## config.mk

```make
export PLATFORM = sky130hd
export DESIGN_NAME = pd_packet_timer
export DESIGN_NICKNAME = d
export VERILOG_FILES = /design/src/rtl/pd_packet_timer.sv
export SDC_FILE = /design/constraint.sdc
export NUM_CORES = 1
export LEC_CHECK = 0
export BUFFER_PORTS_ARGS = -buffer_cell sky130_fd_sc_hd__buf_2
export CORE_MARGIN = 4
export CORE_UTILIZATION = 36
export DETAILED_ROUTE_END_ITERATION = 12
export HOLD_SLACK_MARGIN = 0.12
export PLACE_DENSITY_LB_ADDON = 0.12
export REMOVE_ABC_BUFFERS = 1
export SETUP_SLACK_MARGIN = 0.05
export SLEW_MARGIN = 10
export SYNTH_ARGS = -nofsm -noshare
export SYNTH_HDL_FRONTEND = slang
export SYNTH_SLANG_ARGS = --single-unit
```

## constraint.sdc

```tcl
create_clock -name clk -period 3.5 [get_ports clk]
set_clock_uncertainty 0.05 [all_clocks]
set_input_delay 0.35 -clock clk [delete_from_list [all_inputs] [get_ports clk]]
set_output_delay 0.35 -clock clk [all_outputs]
set_load 0.005 [all_outputs]
```

## src/rtl/pd_packet_timer.sv

```systemverilog
// Byte-position tracker for the packet decoder: counts accepted bytes against a
// selectable packet length, flags completion and aborts a packet that stalls.
module pd_packet_timer #(
    parameter int CNT_WIDTH = 7,
    parameter int SHORT_LEN = 62,
    parameter int LONG_LEN  = 111,
    parameter int TO_WIDTH  = 8,
    parameter int TIMEOUT   = 200
) (
    input  logic                 clk,
    input  logic                 n_rst,
    input  logic                 cnt_up,
    input  logic                 clr_cnt,
    input  logic                 len_sel,
    output logic [CNT_WIDTH-1:0] byte_count,
    output logic                 packet_done,
    output logic                 timeout,
    output logic                 busy,
    output logic [CNT_WIDTH-1:0] pkt_len
);

    typedef enum logic [1:0] {
        IDLE   = 2'd0,
        ACTIVE = 2'd1,
        DONE   = 2'd2
    } state_t;

    localparam logic [CNT_WIDTH-1:0] SHORT_L    = CNT_WIDTH'(SHORT_LEN);
    localparam logic [CNT_WIDTH-1:0] LONG_L     = CNT_WIDTH'(LONG_LEN);
    localparam logic [CNT_WIDTH-1:0] CNT_ONE    = CNT_WIDTH'(1);
    localparam logic [CNT_WIDTH-1:0] CNT_ZERO   = '0;
    localparam logic [TO_WIDTH-1:0]  STALL_LAST = TO_WIDTH'(TIMEOUT - 1);
    localparam logic [TO_WIDTH-1:0]  STALL_ONE  = TO_WIDTH'(1);

    state_t               state;
    state_t               state_nxt;
    logic [TO_WIDTH-1:0]  stall_cnt;
    logic [TO_WIDTH-1:0]  stall_nxt;
    logic [CNT_WIDTH-1:0] count_nxt;
    logic [CNT_WIDTH-1:0] len_nxt;
    logic                 done_nxt;
    logic                 timeout_nxt;

    always_ff @(posedge clk or negedge n_rst) begin
        if (!n_rst) begin
            state       <= IDLE;
            byte_count  <= '0;
            stall_cnt   <= '0;
            pkt_len     <= SHORT_L;
            packet_done <= 1'b0;
            timeout     <= 1'b0;
            busy        <= 1'b0;
        end else begin
            state       <= state_nxt;
            byte_count  <= count_nxt;
            stall_cnt   <= stall_nxt;
            pkt_len     <= len_nxt;
            packet_done <= done_nxt;
            timeout     <= timeout_nxt;
            busy        <= (state_nxt != IDLE);
        end
    end

    // DONE behaves like IDLE for the next byte, which is what makes
    // back-to-back packets possible without an idle gap.
    always_comb begin
        state_nxt   = state;
        count_nxt   = byte_count;
        stall_nxt   = stall_cnt;
        len_nxt     = pkt_len;
        done_nxt    = 1'b0;
        timeout_nxt = 1'b0;

        if (clr_cnt) begin
            state_nxt = IDLE;
            count_nxt = CNT_ZERO;
            stall_nxt = '0;
        end else begin
            case (state)
                IDLE, DONE: begin
                    stall_nxt = '0;
                    if (cnt_up) begin
                        len_nxt   = len_sel ? LONG_L : SHORT_L;
                        count_nxt = CNT_ONE;
                        state_nxt = ACTIVE;
                    end else begin
                        count_nxt = CNT_ZERO;
                        state_nxt = IDLE;
                    end
                end
                ACTIVE: begin
                    if (cnt_up) begin
                        count_nxt = byte_count + CNT_ONE;
                        stall_nxt = '0;
                        if ((byte_count + CNT_ONE) == pkt_len) begin
                            state_nxt = DONE;
                            done_nxt  = 1'b1;
                        end
                    end else if (stall_cnt == STALL_LAST) begin
                        state_nxt   = IDLE;
                        count_nxt   = CNT_ZERO;
                        stall_nxt   = '0;
                        timeout_nxt = 1'b1;
                    end else begin
                        stall_nxt = stall_cnt + STALL_ONE;
                    end
                end
                default: begin
                    state_nxt = IDLE;
                    count_nxt = CNT_ZERO;
                    stall_nxt = '0;
                end
            endcase
        end
    end

endmodule

```

==> reports/results.ini <==
[outcome]
status = finished clean

[finish]
area_growth_syn_to_layout_pct = 13.4
fill_cells = 265
layout_commonest_cell = dfrtp_1
layout_common_cells = 21 x dfrtp_1, 17 x buf_2, 10 x nor2_1
drive_gt1_frac = 0.224
nNetsFinal = 133
diodes = 0

[pwr]
p_leak_nw = 0.598
peakVddDrop_v = 0.000184
powerDensity_nw_per_um2 = 365

[routing]
drtIter0Drc = 15
dr.pass1.iters = 4
postRouteAntennaNets = 0
wl_per_cell_um = 13.9
wl_um = 2160
drc = 0
dr_total_vias = 789
via_per_inst = 5.06

[worst_setup_path]
worst-r2r-setup-slack_ns = 1.52
setup.worst_path.start = byte_count[0]
critical_path.reg2reg.startpoint = byte_count[0]
cp-end-kind = flop
path_class = reg2reg
crit_path_start_kind = flop
cp.arrival_ns = 2.11
r2r_cells = 4
cp.required_ns = 3.63
rr_endpoint = packet_done
worstPathMaxFanout = 8

[logic_synthesis]
ys_seq_elements = 22
synth_compound_area_frac = 0.108
ys.flop_type = dfrtp_1
synth_edf_count = 0
synth-simple-area-share = 0.204
synth_area_leaders = dfrtp_1 47%, xor2_1 5.5%, xnor2_1 3.9%, nand3_1 3.6%, o21ai_0 3.6%
yosys.area_share.adder = 0.0224
ys_types = 36
synthMuxAreaShare = 0.0101
synthXorXnorAreaFrac = 0.115
syn_area_um2 = 1120
netlist_instances = 105
ys_seq_area_frac = 0.494
synth-async-reset-ratio = 1.00
yosys.area.top_type = dfrtp_1
synth_top_cell_area_share = 0.470
synth_warnings = 0
synth_top_family_by_area = simple AND/OR/NAND/NOR gates
avgSynthCellArea_um2 = 10.6

[clocking]
path_clk_slew_ns = 0.13
cts_root_buf = clkbuf_4
post-cts-setup-buffers = 0
clk_path_buf_depth = 2
cts_sinks = 22
ctsHtreeMaxLevel = 1
cts-buffers-inserted = 3
worstSkewPairLatency_ns = 0.30
cts_tree = done
ctsResizeCount = 0

[placed_design]
place_ws_ns = 1.56
dp_hpwl_um = 1580
port_buffers = 17
finalWeightedCongestion = 0.765

[sta]
rsz0062_at_grt = no
timing.fmax_ghz = 0.506
finalHoldViolCount = 0
setup_ws_ns = 1.52
tns_ns = 0
layout_min_cycle_time_ns = 1.98
period_share = 0.565
setup_violations = 0
whs_ns = 0.292
report.final.slew_viol_count = 0

[floorplan]
die_x_um = 63.7
core-area_um2 = 2850
num_rows = 19
start_util = 0.392
io_pins = 22
die_y_um = 63.7
dieArea_um2 = 4060

[global_routing]
grt_pass1_wl_um = 3870
grt_overflow = 0
grt_pass1_vias = 844
grt_max_degree = 23
antenna_found_initial = 0
grtUsageTotal = 0.118

[worst_hold_path]
min_path_type = in2reg
min-delay-start = clr_cnt
hold_depth = 4
whs_endpoint = pkt_len[4]

[flow_run]
maxCapViolCount = 0

[metal layers]
| layer | track usage | vias to the layer above | wire, µm |
|---|---|---|---|
| met4 | 0.0323 | 0 | 20 |
| met2 | 0.186 | 14 | 912 |
| met5 | 0 | - | 0 |
| li1 | - | 405 | - |
| met1 | 0.167 | 368 | 1170 |
| met3 | 0.0213 | 2 | 60 |
[per-stage QoR]
step	power (mW)	instance area, µm²	instances	util
2_1_floorplan	0.304	1090	102	-
3_3_place_gp	0.326	1210	150	0.425
3_5_place_dp	0.327	1210	150	0.425
4_1_cts	0.468	1260	155	0.441
5_1_grt	0.488	1270	156	0.444
6_report	0.463	1270	156	0.444
[timing repair]
action / in CTS / in global routing
hold buffers: 1 / 1
endpoints found under the hold margin: 21 / 1
setup endpoints to repair: 0 / 0
[logic make-up (layout without fill, tap and decap cells)]
group	count (synthesis)	count (layout)
multiplexers	1	1
other	1	4
flip-flops	22	22
AO/OA/AOI/OAI	18	18
XOR/XNOR	13	13
AND/OR/NAND/NOR	40	40
buffers and inverters	8	25
adder cells (fa/ha/maj)	2	2
[worst max-delay path by stage]
stage                  end  slack (ns)  cells after the start
6_report       packet_done        1.52                      4
5_1_grt        packet_done        1.40                      4
4_1_cts        packet_done        1.51                      4
2_1_floorplan     state[0]        1.66                      4
3_5_place_dp   packet_done        1.56                      4
3_3_place_gp   packet_done        1.55                      4
[sequential cells by signal, summed over array words and instances, names as in the netlist]
| signal | count |
|---|---|
| busy | 1 |
| byte_count | 7 |
| packet_done | 1 |
| pkt_len | 2 |
| stall_cnt | 8 |
| state | 2 |
| timeout | 1 |
[Yosys cell counts, drive strengths merged (2+ instances only)]
library cell  instances
a31oi                 2
xor2                  7
o31ai                 2
inv                   2
o21ai                 8
nor4b                 2
and3                  3
dfrtp                21
buf                   6
nand2b                2
nor2                 10
xnor2                 5
ha                    2
nand3                 9
nand2                 5
[final cells by class]
class | count | area (µm²) | area share
Tap cell | 31 | 38.8 | 0.0306
Sequential cell | 22 | 552 | 0.435
Multi-Input combinational cell | 78 | 528 | 0.417
Timing Repair Buffer | 19 | 105 | 0.0829
Inverter | 2 | 7.51 | 0.00592
Clock buffer | 4 | 36.3 | 0.0286
[where the power goes]
part           switching (mW)  internal [mW]  total [mW]
clock                  0.0766         0.0633       0.140
sequential            0.00974          0.263       0.272
combinational          0.0248         0.0254      0.0501
total                   0.111          0.351       0.463
[worst max-delay path, stage by stage, from the launching register on]
cell and delay [ns]:
dfrtp_1 0.49, ha_1 0.35, nand3_1 0.07, or4_4 0.54, nor4b_1 0.36
(Power assumes the default switching activity.)
